## config.mk

```make
export PLATFORM = sky130hd
export DESIGN_NAME = serial_compare
export DESIGN_NICKNAME = d
export VERILOG_FILES = /design/src/rtl/serial_cmp_pkg.sv /design/src/rtl/serial_cmp_fsm.sv /design/src/rtl/serial_compare.sv
export SDC_FILE = /design/constraint.sdc
export NUM_CORES = 1
export LEC_CHECK = 0
export ABC_AREA = 1
export BUFFER_PORTS_ARGS = -buffer_cell sky130_fd_sc_hd__buf_4
export CORE_MARGIN = 2
export CORE_UTILIZATION = 49
export DETAILED_ROUTE_END_ITERATION = 12
export GPL_TIMING_DRIVEN = 0
export PLACE_DENSITY = 0.77
export RECOVER_POWER = 25
export SYNTH_ARGS = -nofsm -noshare
export SYNTH_HDL_FRONTEND = slang
export SYNTH_SLANG_ARGS = --single-unit
export TNS_END_PERCENT = 50
```

## constraint.sdc

```tcl
create_clock -name clk -period 1.2 [get_ports clk]
set_input_delay 0 -clock clk [delete_from_list [all_inputs] [get_ports clk]]
set_output_delay 0 -clock clk [all_outputs]
set_load 0.03 [all_outputs]
```

## src/rtl/serial_cmp_pkg.sv

```systemverilog
// Shared state encoding and sizing helper for the bit-serial magnitude comparator.
package serial_cmp_pkg;

  typedef enum logic [1:0] {
    ST_IDLE  = 2'd0,
    ST_SHIFT = 2'd1,
    ST_DONE  = 2'd2
  } state_t;

  function automatic int clog2(input int value);
    int r;
    r = 0;
    while ((1 << r) < value) r++;
    return r;
  endfunction

endpackage

```

## src/rtl/serial_cmp_fsm.sv

```systemverilog
// Sequencer for serial_compare: state register, bit counter, busy/done and the strobes
// that drive the datapath. SERIAL_CMP_SIGNED_EN adds the 'first' (MSB pair) indication.
module serial_cmp_fsm
  import serial_cmp_pkg::*;
#(
  parameter int WIDTH = 4
) (
  input  logic clk,
  input  logic rst,
  input  logic start,
  input  logic bit_valid,
  output logic busy,
  output logic done,
  output logic clear,
  output logic accept,
`ifdef SERIAL_CMP_SIGNED_EN
  output logic first,
`endif
  output logic load
);

  localparam int CW = clog2(WIDTH + 1);

  state_t        state, state_nxt;
  logic [CW-1:0] cnt, cnt_nxt;

  // The counter only advances on accepted pairs, so a stall leaves everything frozen.
  always_ff @(posedge clk or posedge rst) begin
    if (rst) begin
      state <= ST_IDLE;
      cnt   <= '0;
    end else begin
      state <= state_nxt;
      cnt   <= cnt_nxt;
    end
  end

  always_comb begin
    state_nxt = state;
    cnt_nxt   = cnt;
    busy      = (state == ST_SHIFT);
    done      = (state == ST_DONE);
    accept    = (state == ST_SHIFT) && bit_valid;
    clear     = start && ((state == ST_IDLE) || (state == ST_DONE));
    load      = accept && (cnt == CW'(WIDTH - 1));
`ifdef SERIAL_CMP_SIGNED_EN
    first     = (cnt == '0);
`endif
    case (state)
      ST_IDLE: begin
        if (start) begin
          state_nxt = ST_SHIFT;
          cnt_nxt   = '0;
        end
      end
      ST_SHIFT: begin
        if (bit_valid) begin
          cnt_nxt = cnt + CW'(1);
          if (cnt == CW'(WIDTH - 1)) state_nxt = ST_DONE;
        end
      end
      // DONE can restart directly so back-to-back compares lose no cycle.
      ST_DONE: begin
        if (start) begin
          state_nxt = ST_SHIFT;
          cnt_nxt   = '0;
        end else begin
          state_nxt = ST_IDLE;
        end
      end
      default: state_nxt = ST_IDLE;
    endcase
  end

endmodule

```

## src/rtl/serial_compare.sv

```systemverilog
// Bit-serial MSB-first magnitude comparator with registered lt/gt/eq and max/min operands.
// Define SERIAL_CMP_SIGNED_EN to compare two's-complement operands instead of unsigned.
module serial_compare
  import serial_cmp_pkg::*;
#(
  parameter int WIDTH = 4
) (
  input  logic             clk,
  input  logic             rst,
  input  logic             start,
  input  logic             bit_valid,
  input  logic             x_bit,
  input  logic             y_bit,
  output logic             busy,
  output logic             done,
  output logic             lt,
  output logic             gt,
  output logic             eq,
  output logic [WIDTH-1:0] max_o,
  output logic [WIDTH-1:0] min_o
);

  logic             clear, accept, load;
  logic [WIDTH-1:0] x_sr, y_sr, x_sh, y_sh;
  logic             decided, x_wins, y_wins;
  logic             x_beats, y_beats;
  logic             decided_nxt, x_wins_nxt, y_wins_nxt;
`ifdef SERIAL_CMP_SIGNED_EN
  logic             first;
`endif

  serial_cmp_fsm #(.WIDTH(WIDTH)) u_fsm (
    .clk       (clk),
    .rst       (rst),
    .start     (start),
    .bit_valid (bit_valid),
    .busy      (busy),
    .done      (done),
    .clear     (clear),
    .accept    (accept),
`ifdef SERIAL_CMP_SIGNED_EN
    .first     (first),
`endif
    .load      (load)
  );

  // The first differing pair decides; the final pair is folded in combinationally
  // so the result registers can load on the same edge that accepts it.
  always_comb begin
    x_sh    = {x_sr[WIDTH-2:0], x_bit};
    y_sh    = {y_sr[WIDTH-2:0], y_bit};
`ifdef SERIAL_CMP_SIGNED_EN
    // A set sign bit means negative, so the MSB pair votes the other way.
    x_beats = first ? (~x_bit & y_bit) : (x_bit & ~y_bit);
    y_beats = first ? (x_bit & ~y_bit) : (~x_bit & y_bit);
`else
    x_beats = x_bit & ~y_bit;
    y_beats = ~x_bit & y_bit;
`endif
    x_wins_nxt  = x_wins | (~decided & x_beats);
    y_wins_nxt  = y_wins | (~decided & y_beats);
    decided_nxt = decided | x_beats | y_beats;
  end

  always_ff @(posedge clk or posedge rst) begin
    if (rst) begin
      x_sr    <= '0;
      y_sr    <= '0;
      decided <= 1'b0;
      x_wins  <= 1'b0;
      y_wins  <= 1'b0;
    end else if (clear) begin
      decided <= 1'b0;
      x_wins  <= 1'b0;
      y_wins  <= 1'b0;
    end else if (accept) begin
      x_sr    <= x_sh;
      y_sr    <= y_sh;
      decided <= decided_nxt;
      x_wins  <= x_wins_nxt;
      y_wins  <= y_wins_nxt;
    end
  end

  // Results persist across new compares and only change when the next one completes.
  always_ff @(posedge clk or posedge rst) begin
    if (rst) begin
      lt    <= 1'b0;
      gt    <= 1'b0;
      eq    <= 1'b0;
      max_o <= '0;
      min_o <= '0;
    end else if (load) begin
      gt    <= x_wins_nxt;
      lt    <= y_wins_nxt;
      eq    <= ~(x_wins_nxt | y_wins_nxt);
      max_o <= y_wins_nxt ? y_sh : x_sh;
      min_o <= y_wins_nxt ? x_sh : y_sh;
    end
  end

endmodule

```

Word-level counts from Yosys, hierarchy flattened
Index checks and enable logic that the tools add are counted.

Bits in registers: 25. Input port bits: 6. Output and inout port bits: 13.

$add $sub $neg: 1. Equality and inequality tests: 7. Muxes and demuxes: 16. Bitwise operators: 14. Reductions and logical operators: 11.

Operator list (number): two-way mux 4 bit (2); two-way mux 1 bit (7); two-way mux 2 bit (3); two-way mux 3 bit (2); case mux 2 bit (3 select lines) (1); case mux 3 bit (2 select lines) (1); AND reduction 3 bit (2); NOT 1 bit (5); bitwise OR 1 bit (5); bitwise AND 1 bit (4); inequality test 2 x 1 -> 1 bit (second input constant) (2); inequality test 2 bit (second input constant) (2); nonzero test 2 bit (2); adder 3 x 1 -> 3 bit (second input constant) (1); == test 3 x 2 -> 1 bit (second input constant) (1); logical AND 1 bit (3); == test 2 x 1 -> 1 bit (second input constant) (1); == test 2 bit (second input constant) (1); logical NOT 2 bit (1); AND reduction 2 bit (1); OR reduction 2 bit (1); logical OR 1 bit (1).

Longest topological paths before layout
Gate-level depths: netlist of the first run.

Word-level depth: 6. Gate-level depth with buffers: 7. Mapped depth without buffers: 7.

Cells and area by module
From an unflattened synthesis of the first run, not the netlist that was laid out.

Cell total of the unflattened synthesis: 132. Area total of the unflattened synthesis: 1159.9 um2.

By module, submodules not included: serial_compare (instances 1, cells each 99, area an instance 888.4 um2, seq. area each 500.5 um2); serial_cmp_fsm (instances 1, cells each 33, area an instance 271.5 um2, seq. area each 125.1 um2).

Worst setup path after synthesis of the first run
OpenSTA, ideal clock, no wires.

Kind: flip-flop to flip-flop. From: register u_fsm.cnt[0]. To: register max_o[0]. Setup time: 117 ps. Data arrival time: 1124 ps. Required time: 1083 ps. Path slack: -41 ps. Cell stages (with the launch flop): 7. Path buffers: 0. Clock period less this slack: 1241 ps. Cell sequence: dfrtp_1 ha_1 ha_1 nand3_4 clkinv_2 nand3_1 nand2_1.

Word-level cells in the longest chain between the ends: 2.

RTL lines: from (decl) (line serial_cmp_fsm.sv:25) `logic [CW-1:0] cnt, cnt_nxt;`; from (signal assigned) (line serial_cmp_fsm.sv:34) `cnt <= cnt_nxt;`; == test 3 x 2 -> 1 bit (line serial_cmp_fsm.sv:45) `load = accept && (cnt == CW'(WIDTH - 1));`; logical AND 1 bit (line serial_cmp_fsm.sv:45); to (signal assigned) (line serial_compare.sv:97) `max_o <= y_wins_nxt ? y_sh : x_sh;`; to (decl) (line serial_compare.sv:19) `output logic [WIDTH-1:0] max_o,`.

Every way passes these cells. A chain may end at the register's enable or synchronous reset.

Worst setup path after layout of the first run
From: register u_fsm.cnt[0]. To: register min_o[1].

Word-level cells in the longest chain between the ends: 2.

RTL lines: == test 3 x 2 -> 1 bit (line serial_cmp_fsm.sv:45); logical AND 1 bit (line serial_cmp_fsm.sv:45); to (signal assigned) (line serial_compare.sv:98) `min_o <= y_wins_nxt ? x_sh : y_sh;`; to (decl) (line serial_compare.sv:20) `output logic [WIDTH-1:0] min_o`.

Every way passes these cells.

==> impl_metrics.json, run 1 <==
{
  "final_weighted_congestion_in_routability_driven_placement": 0.765,
  "setup_tns_after_final_layout_ns": -0.456,
  "numCtsBuffers": 3,
  "worst_slack_ns": -0.0507,
  "initial_utilization": 0.520,
  "power_density_nw_per_um2": 2470,
  "wire_per_inst_um": 11.9,
  "yosys.area_share.xor_xnor": 0,
  "overflow": 0,
  "postSynth.topFlopCell": "dfrtp_1",
  "power_mw": 3.75,
  "fin_skew_ns": 0.0107,
  "worst_hold_path_type": "input pin to register",
  "placement_cell_area_um2": 1340,
  "synth_seq_area_share": 0.539,
  "floorplan.die_area_um2": 2780,
  "area_growth_pct": 30.6,
  "vias": 967,
  "rsz0062_at_grt": "true",
  "grt_first_pass_wirelength_um": 3950,
  "drt_total_wl_um": 2300,
  "worstSetupPathType": "register to register",
  "synthesis.area_per_instance_um2": 8.48,
  "synth_fa_ha_area_frac": 0.0216,
  "synthDistinctLibCells": 19,
  "post_synth_instance_area_um2": 1160,
  "final_net_count": 174,
  "floorplan.io_pins": 19,
  "synth_top_cells_by_area": "dfrtp_1, nand2_1, nand3_1",
  "timing.hold.ws_ns": 0.0124,
  "number_of_global_route_vias_before_repair": 906,
  "crit_path_top_delay_cell": "dfrtp_1",
  "initial_antenna_violation_count": 0,
  "worstMarginPinSlew_ns": 0.539,
  "violations": "negative setup slack",
  "grt_usage": 0.199,
  "i_o_buffers": 18,
  "clock_tree.htree_level_count": 1,
  "final_cell_count_no_fill": 193,
  "finalCriticalPeriod_ns": 1.25,
  "setup_viol": 11,
  "fillerInstances": 171,
  "route.detailed.vias_per_inst": 5.01,
  "synth_top_cell_by_area": "dfrtp_1",
  "clock_sinks": 25,
  "drive_above_1_share": 0.333,
  "postSynthRegisterBits": 25,
  "ir_worst_vdd_uv": 1670,
  "synth.yosys.warnings": 0,
  "dpl.hpwl_um": 1540,
  "arrival_ns": 1.48,
  "cts_max_path_buffers": 2,
  "timing.max_cap.violations": 0,
  "floorplan.core_area_um2": 2230,
  "detail_route.drc_violations": 0,
  "fmax_mhz": 800,
  "path_cells": "ha_4, ha_4, nand3_4, clkinv_4, nand3_2, nand2_1",
  "clockRootBuffer": "clkbuf_4",
  "synthesized_nets": 145,
  "synth_compound_gate_area_share": 0.0647,
  "outcome": "complete, but fails checks",
  "endpoint_kind": "register",
  "die_width_um": 52.7,
  "power_leakage_nw": 0.783,
  "design_area_um2": 1520,
  "cp.required_ns": 1.43,
  "yosys.area_share.simple": 0.283,
  "cell_count_after_synthesis": 137,
  "clk_latency_ns": 0.32,
  "num_rows": 17,
  "drtPass1Iterations": 4,
  "crit_top_cell": "ha_4",
  "max_slew_margin": 0.640,
  "finalHoldViolations": 0,
  "final.period_utilization": 1.04,
  "placed_cells_incl_taps": 183,
  "finalMaxSlewViolations": 0,
  "drt_first_iter_violations": 28,
  "timing.critical_path.from_type": "register",
  "final_antenna_net_count": 0,
  "timing.critical_path.fanout_max": 7,
  "synth_async_sr_flop_share": 1.00,
  "die_y_um": 52.7,
  "num_antenna_cells": 0,
  "final_cell_mix": "nand2_1, dfrtp_1, inv_1, buf_4",
  "synth_enable_flop_cells": 0,
  "leading_cell_type_in_the_layout_fill_and_taps_excluded": "nand2_1",
  "synth_top_family_by_area": "simple AND/OR/NAND/NOR gates",
  "cts_tree": "built",
  "largest_net_degree_at_the_start_of_global_routing": 26,
  "worst_path_largest_cell_delay_ns": 0.44,
  "yosysTopAreaCellShare": 0.539,
  "path_clk_slew_ns": 0.14,
  "yosys-mux-area-fraction": 0
}
[synthesized netlist by cell type (2+ instances only)]
master / instances
inv_2: 2
o21ai_0: 10
nor2_1: 2
nand2_1: 48
inv_1: 18
buf_6: 2
nand3_1: 17
o21ai_1: 2
dfrtp_1: 25
ha_1: 2
[worst max-delay path, delay by kind of cell, from the launching register on]
family	cells	cell delay [ns]
DFF	1	0.44
and+or+nand+nor	3	0.28
adders and majority gates	2	0.34
buffers and inverters	1	0.11
[final timing paths]
check / endpoint / slack, ns / start / depth (start not counted)
worst max-delay path: min_o[1] / -0.05 / u_fsm.cnt[0] / 6
worst min-delay path: x_sr[0] / 0.01 / x_bit / 3
worst max register to register: min_o[1] / -0.05 / u_fsm.cnt[0] / 6
worst min register to register: y_sr[0] / 0.51 / y_sr[0] / 2
max in group asynchronous: u_fsm.cnt[2] / 0.64 / rst / 3
min in group asynchronous: max_o[1] / 0.25 / rst / 3
[flip-flops by register name, indices dropped and copies added, names as in the netlist, 2 cells and up]
name and flops:
u_fsm.state 2, u_fsm.cnt 3, min_o 4, y_sr 3, x_sr 3, max_o 4
[kinds of logic (layout without fill, tap and decap cells)]
kind of cell    Yosys count  count (layout)
fa+ha+maj                 2               2
flops                    25              25
compound gates           14              14
buf+inv                  24              52
simple gates             72              72
[per-stage QoR]
| step | worst slack [ns] | util |
|---|---|---|
| after floorplan | 0.00338 | - |
| after global placement | -0.0336 | 0.599 |
| after detailed placement | -0.0867 | 0.599 |
| after CTS | -0.0572 | 0.658 |
| after global routing | -0.107 | 0.679 |
| final | -0.0507 | 0.679 |
[where the power goes]
group / total (mW) / internal [mW] / switching (mW)
Combinational: 1.94 / 0.708 / 1.23
Clock: 0.378 / 0.125 / 0.254
Sequential: 1.44 / 1.21 / 0.224
[repair_timing]
action                                 4_1_cts  5_1_grt
setup endpoints to repair                   10       21
pin swaps                                    7       13
endpoints found under the hold margin       26        0
gates cloned                                 2        0
resized for setup                           14       14
hold buffers                                 3        0
buffers inserted                             0        1
[area by class of cell]
class,count,area [um2],area share
Timing Repair Buffer,23,184,0.121
Sequential cell,25,626,0.413
Clock inverter,1,5.00,0.00330
Inverter,22,91.3,0.0602
Timing Repair inverter,1,8.76,0.00578
Tap cell,28,35.0,0.0231
Buffer,2,22.5,0.0149
Clock buffer,3,22.5,0.0149
Multi-Input combinational cell,88,522,0.344
[layer usage]
layer  GRT usage  routed length (um)
met5           0                   0
met1       0.264                1080
met2       0.308                1080
met4       0.103                  47
met3      0.0343                  92
(Power assumes the default switching activity.)
==> run 2, diff against run 1 <==
- CORE_MARGIN: 2 -> 4
- SYNTH_HIERARCHICAL: not set -> 1
==> impl_metrics.json, run 2 <==
{
  "power_leakage_nw": 0.794,
  "postSynthRegisterBits": 25,
  "endpoint_kind": "register",
  "largest_net_degree_at_the_start_of_global_routing": 21,
  "ir_worst_vdd_uv": 1250,
  "floorplan.io_pins": 19,
  "setup_viol": 20,
  "synth.cells.most_frequent": "nand2_1, dfrtp_1, nand3_1, inv_1, nand4_1",
  "fmax_mhz": 718,
  "area_growth_pct": 31.7,
  "vias": 1020,
  "final.period_utilization": 1.16,
  "postSynth.topFlopCell": "dfrtp_1",
  "final_cell_count_no_fill": 198,
  "dpl.hpwl_um": 1730,
  "fin_skew_ns": 0.00242,
  "num_antenna_cells": 0,
  "drtPass1Iterations": 4,
  "finalCriticalPeriod_ns": 1.39,
  "floorplan.die_area_um2": 3210,
  "overflow": 0,
  "die_y_um": 56.7,
  "post_synth_instance_area_um2": 1160,
  "route.detailed.vias_per_inst": 5.15,
  "final_net_count": 179,
  "power_density_nw_per_um2": 2320,
  "leading_cell_type_in_the_layout_fill_and_taps_excluded": "nand2_1",
  "final_weighted_congestion_in_routability_driven_placement": 0.739,
  "cts_tree": "built",
  "min_path_cells": 3,
  "max_slew_margin": 0.504,
  "violations": "negative setup slack",
  "timing.critical_path.from_type": "register",
  "cts_max_path_buffers": 2,
  "synthesized_nets": 140,
  "synthesis.area_per_instance_um2": 8.79,
  "timing.critical_path.fanout_max": 7,
  "reg.largest.list": "max_o x4, min_o x4",
  "reg_to_reg_slack_setup_ns": -0.19,
  "cp.depth": 8,
  "worstSetupPathType": "register to register",
  "detail_route.drc_violations": 0,
  "timing.rr.end": "max_o[0]",
  "wire_per_inst_um": 12.4,
  "clock_sinks": 25,
  "worst_path_largest_cell_delay_ns": 0.39,
  "design_area_um2": 1530,
  "rsz0062_at_grt": "true",
  "num_rows": 17,
  "yosysTopAreaCellShare": 0.539,
  "path_clk_slew_ns": 0.13,
  "path_cells": "ha_2, ha_4, nand2_4, nor3_4, buf_6, buf_6, nand3_1, nand3_1",
  "clk_latency_ns": 0.31,
  "most_frequent_cell_after_synthesis": "nand2_1",
  "clock_tree.htree_level_count": 1,
  "worst_hold_path_type": "input pin to register",
  "finalHoldViolations": 0,
  "grt_usage": 0.171,
  "worst_r2r_path_depth": 8,
  "hold_path_endpoint": "u_fsm/cnt[0]",
  "final_cell_mix": "nand2_1, dfrtp_1, nand3_1, buf_4, inv_1",
  "synth_top_cell_by_area": "dfrtp_1",
  "timing.max_cap.violations": 0,
  "cellInternalPower_mw": 2.02,
  "clockRootBuffer": "clkbuf_4",
  "part_of_the_power_in_registers": 0.403,
  "grt_first_pass_wirelength_um": 4330,
  "final_antenna_net_count": 0,
  "reg2reg_from": "u_fsm/cnt[0]",
  "p_sw_frac": 0.432,
  "placement_cell_area_um2": 1370,
  "numCtsBuffers": 3,
  "drt_total_wl_um": 2460,
  "clkPwrFrac": 0.103,
  "finalMaxSlewViolations": 0,
  "synth_top_cells_by_area": "dfrtp_1, nand3_1, nand2_1",
  "number_of_global_route_vias_before_repair": 987,
  "floorplan.core_area_um2": 2230,
  "initial_utilization": 0.519,
  "cell_count_after_synthesis": 132,
  "setup_tns_after_final_layout_ns": -2.28,
  "arrival_ns": 1.65,
  "i_o_buffers": 18,
  "synth_async_sr_flop_share": 1.00,
  "power_switching_mw": 1.53,
  "cp.required_ns": 1.45,
  "synth.yosys.warnings": 6,
  "initial_antenna_violation_count": 0,
  "drt_first_iter_violations": 38,
  "launch_point_of_the_worst_hold_path": "bit_valid",
  "worstPathBufferInverterCount": 2,
  "synthDistinctLibCells": 19,
  "crit_family": "flip-flops",
  "comb_power_share": 0.494,
  "synth_seq_area_share": 0.539,
  "crit_path_top_delay_cell": "dfrtp_1",
  "worstMarginPinSlew_ns": 0.743,
  "placed_cells_incl_taps": 178,
  "outcome": "complete, but fails checks",
  "drive_above_1_share": 0.276,
  "die_width_um": 56.7,
  "power_mw": 3.55,
  "fillerInstances": 186,
  "worst_slack_ns": -0.192,
  "timing.hold.ws_ns": 0.00194,
  "synth_enable_flop_cells": 0
}
[run 2: cell count changes in the layout (fill, tap and decap cells not counted), sizes merged, moves of 4 or more]
| cell | previous run | this run |
|---|---|---|
| nand4 | 0 | 8 |
| o21ai | 12 | 4 |
| clkbuf | 4 | 10 |
| clkinv | 4 | 0 |
| nor2 | 3 | 7 |
| nand3 | 19 | 25 |
| buf | 21 | 28 |
| nand2 | 50 | 29 |
[run 2: worst max-delay path by stage]
stage                  from        to  slack [ns]
2_1_floorplan  u_fsm/cnt[0]  min_o[3]       -0.17
3_3_place_gp   u_fsm/cnt[0]  min_o[3]       -0.24
3_5_place_dp   u_fsm/cnt[0]  min_o[3]       -0.27
4_1_cts        u_fsm/cnt[1]  min_o[2]       -0.24
5_1_grt        u_fsm/cnt[0]  max_o[1]       -0.26
6_report       u_fsm/cnt[0]  max_o[0]       -0.19
[run 2: cell type report]
| type | instances | area [um2] | share of cell area |
|---|---|---|---|
| Buffer | 5 | 46.3 | 0.0303 |
| Clock buffer | 4 | 26.3 | 0.0172 |
| Tap cell | 28 | 35.0 | 0.0229 |
| Inverter | 19 | 73.8 | 0.0483 |
| Multi-Input combinational cell | 83 | 463 | 0.303 |
| Sequential cell | 25 | 627 | 0.410 |
| Timing Repair Buffer | 34 | 256 | 0.168 |
[run 2: timing repair]
| item | in CTS | in global routing |
|---|---|---|
| cloned | 1 | 0 |
| setup endpoints to repair | 20 | 22 |
| hold buffers | 5 | 0 |
| pin swaps | 13 | 3 |
| resized for setup | 5 | 6 |
| hold endpoints to repair | 30 | 0 |
| setup buffers | 7 | 3 |
[run 2: power groups by stage]
| stage | Clock (mW) | Sequential [mW] | Combinational (mW) |
|---|---|---|---|
| CTS | 0.376 | 1.43 | 1.76 |
| detailed placement | 0 | 1.46 | 1.61 |
| floorplan | 0 | 1.72 | 0.833 |
| global route | 0.399 | 1.48 | 1.95 |
| finish | 0.366 | 1.43 | 1.75 |
| global placement | 0 | 1.44 | 1.56 |
[run 2: worst register-to-register path, delay by kind of cell, from the launching register on]
kind / cells / cell delay (ns)
adder cells (fa/ha/maj): 2 / 0.32
buffers and inverters: 2 / 0.26
AND/OR/NAND/NOR: 4 / 0.36
flip-flops: 1 / 0.39
[run 2: cell families after synthesis]
logic type,Yosys count,share of synthesized area
adder cells (fa/ha/maj),2,0.0216
buffers and inverters,24,0.0949
AO/OA/AOI/OAI,10,0.0485
flip-flops,25,0.539
AND/OR/NAND/NOR,71,0.296
[run 2: layer usage]
| metal | routed length [um] | track usage | share of wire | vias to the layer above |
|---|---|---|---|---|
| met1 | 1100 | 0.218 | 0.45 | 479 |
| met5 | 0 | 0 | 0 | - |
| met2 | 1210 | 0.285 | 0.49 | 29 |
| li1 | - | - | - | 510 |
| met3 | 136 | 0.0322 | 0.055 | 2 |
| met4 | 14 | 0.0610 | 0.0057 | 0 |
[run 2: stage by stage]
stage	utilization	worst slack, ns
final	0.684	-0.192
after global routing	0.684	-0.264
after CTS	0.681	-0.243
after detailed placement	0.615	-0.274
after global placement	0.615	-0.238
after floorplan	-	-0.171
==> run 3, diff against run 2 <==
- ABC_CLOCK_PERIOD_IN_PS: not set -> 1200
- SYNTH_HIERARCHICAL: 1 -> not set
==> impl_metrics.json, run 3 (synthesized netlist as in run 1, its figures left out) <==
{
  "worst_r2r_path_depth": 6,
  "wire_per_inst_um": 12.3,
  "clock_sinks": 25,
  "hold_path_endpoint": "x_sr[0]",
  "timing.hold.ws_ns": -0.00237,
  "overflow": 0,
  "multi_input_area_um2": 517,
  "fillerInstances": 169,
  "numCtsBuffers": 3,
  "worstSetupPathType": "register to register",
  "num_rows": 17,
  "timing.max_cap.violations": 0,
  "finalCriticalPeriod_ns": 1.25,
  "worst_hold_path_type": "input pin to register",
  "grt_usage": 0.174,
  "outcome": "complete, but fails checks",
  "grt_util_met2": 0.285,
  "path_clk_slew_ns": 0.13,
  "placed_cells_incl_taps": 183,
  "drive_above_1_share": 0.329,
  "final_cell_count_no_fill": 195,
  "cellInternalPower_mw": 2.09,
  "violations": "negative hold slack, negative setup slack",
  "num_antenna_cells": 0,
  "final.period_utilization": 1.04,
  "power_switching_mw": 1.70,
  "floorplan.io_pins": 19,
  "seq_area_um2": 626,
  "clk_latency_ns": 0.31,
  "timing.critical_path.from_type": "register",
  "initial_utilization": 0.520,
  "rsz0062_at_grt": "true",
  "area_growth_pct": 31.7,
  "reg_to_reg_slack_setup_ns": -0.05,
  "finalMaxSlewViolations": 0,
  "timing.rr.end": "min_o[2]",
  "detail_route.drc_violations": 0,
  "max_slew_margin": 0.645,
  "floorplan.die_area_um2": 3210,
  "grt_use_met3": 0.0230,
  "fmax_mhz": 798,
  "floorplan.core_area_um2": 2230,
  "clockRootBuffer": "clkbuf_4",
  "comb_power_share": 0.526,
  "number_of_global_route_vias_before_repair": 976,
  "i_o_buffers": 18,
  "grtUsageMet1": 0.224,
  "route.detailed.vias_per_inst": 4.96,
  "reg2reg_from": "u_fsm.cnt[1]",
  "cp.required_ns": 1.41,
  "power_leakage_nw": 0.789,
  "launch_point_of_the_worst_hold_path": "x_bit",
  "cts_max_path_buffers": 2,
  "p_sw_frac": 0.449,
  "reg.largest.list": "max_o x4, min_o x4",
  "clock_tree.htree_level_count": 1,
  "largest_net_degree_at_the_start_of_global_routing": 26,
  "final_weighted_congestion_in_routability_driven_placement": 0.757,
  "final_cell_mix": "nand2_1, dfrtp_1, buf_4, inv_1",
  "arrival_ns": 1.47,
  "initial_antenna_violation_count": 0,
  "final_antenna_net_count": 0,
  "part_of_the_power_in_registers": 0.377,
  "die_width_um": 56.7,
  "timing.critical_path.fanout_max": 6,
  "clkPwrFrac": 0.096,
  "drt_first_iter_violations": 27,
  "drt_total_wl_um": 2410,
  "setup_tns_after_final_layout_ns": -0.345,
  "global_route.peak_usage_layer": "met2",
  "grt_first_pass_wirelength_um": 4400,
  "final_net_count": 176,
  "placement_cell_area_um2": 1340,
  "cts_tree": "built",
  "finalHoldViolations": 1,
  "fin_skew_ns": 0.00251,
  "vias": 967,
  "power_density_nw_per_um2": 2480,
  "worstMarginPinSlew_ns": 0.532,
  "drtPass1Iterations": 4,
  "place_worst_setup_slack_ns": -0.0853,
  "endpoint_kind": "register",
  "design_area_um2": 1530,
  "die_y_um": 56.7,
  "leading_cell_type_in_the_layout_fill_and_taps_excluded": "nand2_1",
  "setup_viol": 11,
  "dpl.hpwl_um": 1610,
  "worst_slack_ns": -0.0526,
  "min_path_cells": 3,
  "ir_worst_vdd_uv": 1410
}
-- run 3: cell type report --
class / instances / share of cell area
Clock buffer: 4 / 0.0172
Timing Repair Buffer: 25 / 0.133
Multi-Input combinational cell: 88 / 0.338
Sequential cell: 25 / 0.409
Buffer: 2 / 0.0147
Tap cell: 28 / 0.0229
Timing Repair inverter: 1 / 0.00573
Inverter: 22 / 0.0597
-- run 3: routing by layer --
layer | wire length [um] | vias up
met3 | 100 | 4
met1 | 1080 | 449
li1 | - | 494
met2 | 1190 | 20
met5 | 0 | -
met4 | 29 | 0
-- run 3: metrics by stage --
stage                     hold WS, ns  power [mW]  utilization
after detailed placement        0.258        3.18        0.599
final                        -0.00237        3.79        0.685
after global routing           0.0110        4.11        0.685
after CTS                      0.0147        3.73        0.673
after floorplan                0.0273        2.63            -
after global placement          0.249        3.10        0.599
-- run 3: worst max-delay path by stage --
stage	from	endpoint	slack, ns	cells after the start
5_1_grt	u_fsm.cnt[0]	min_o[2]	-0.13	6
3_5_place_dp	u_fsm.cnt[0]	max_o[2]	-0.09	6
6_report	u_fsm.cnt[1]	min_o[2]	-0.05	6
3_3_place_gp	u_fsm.cnt[0]	max_o[3]	-0.04	6
2_1_floorplan	u_fsm.state[0]	max_o[1]	0.003	6
4_1_cts	u_fsm.cnt[1]	min_o[2]	-0.04	6
-- run 3: critical path: stages (launching register included) --
cell and delay (ns):
dfrtp_1 0.43, ha_4 0.18, ha_4 0.16, nand3_4 0.15, clkinv_4 0.11, nand3_2 0.07
nand2_1 0.05
-- run 3: power by group through the flow --
stage / Combinational (mW) / Clock (mW) / Sequential [mW]
after CTS: 1.93 / 0.375 / 1.42
after global placement: 1.69 / 0 / 1.40
after detailed placement: 1.75 / 0 / 1.42
after global routing: 2.22 / 0.413 / 1.48
after floorplan: 0.902 / 0 / 1.73
final: 2.00 / 0.366 / 1.43
-- run 3: timing repair --
action	in CTS	in global routing
hold buffers	3	0
gates resized for setup	16	15
buffers inserted	3	0
pin swaps	10	8
setup endpoints to repair	10	46
cloned	2	0
endpoints found under the hold margin	26	0
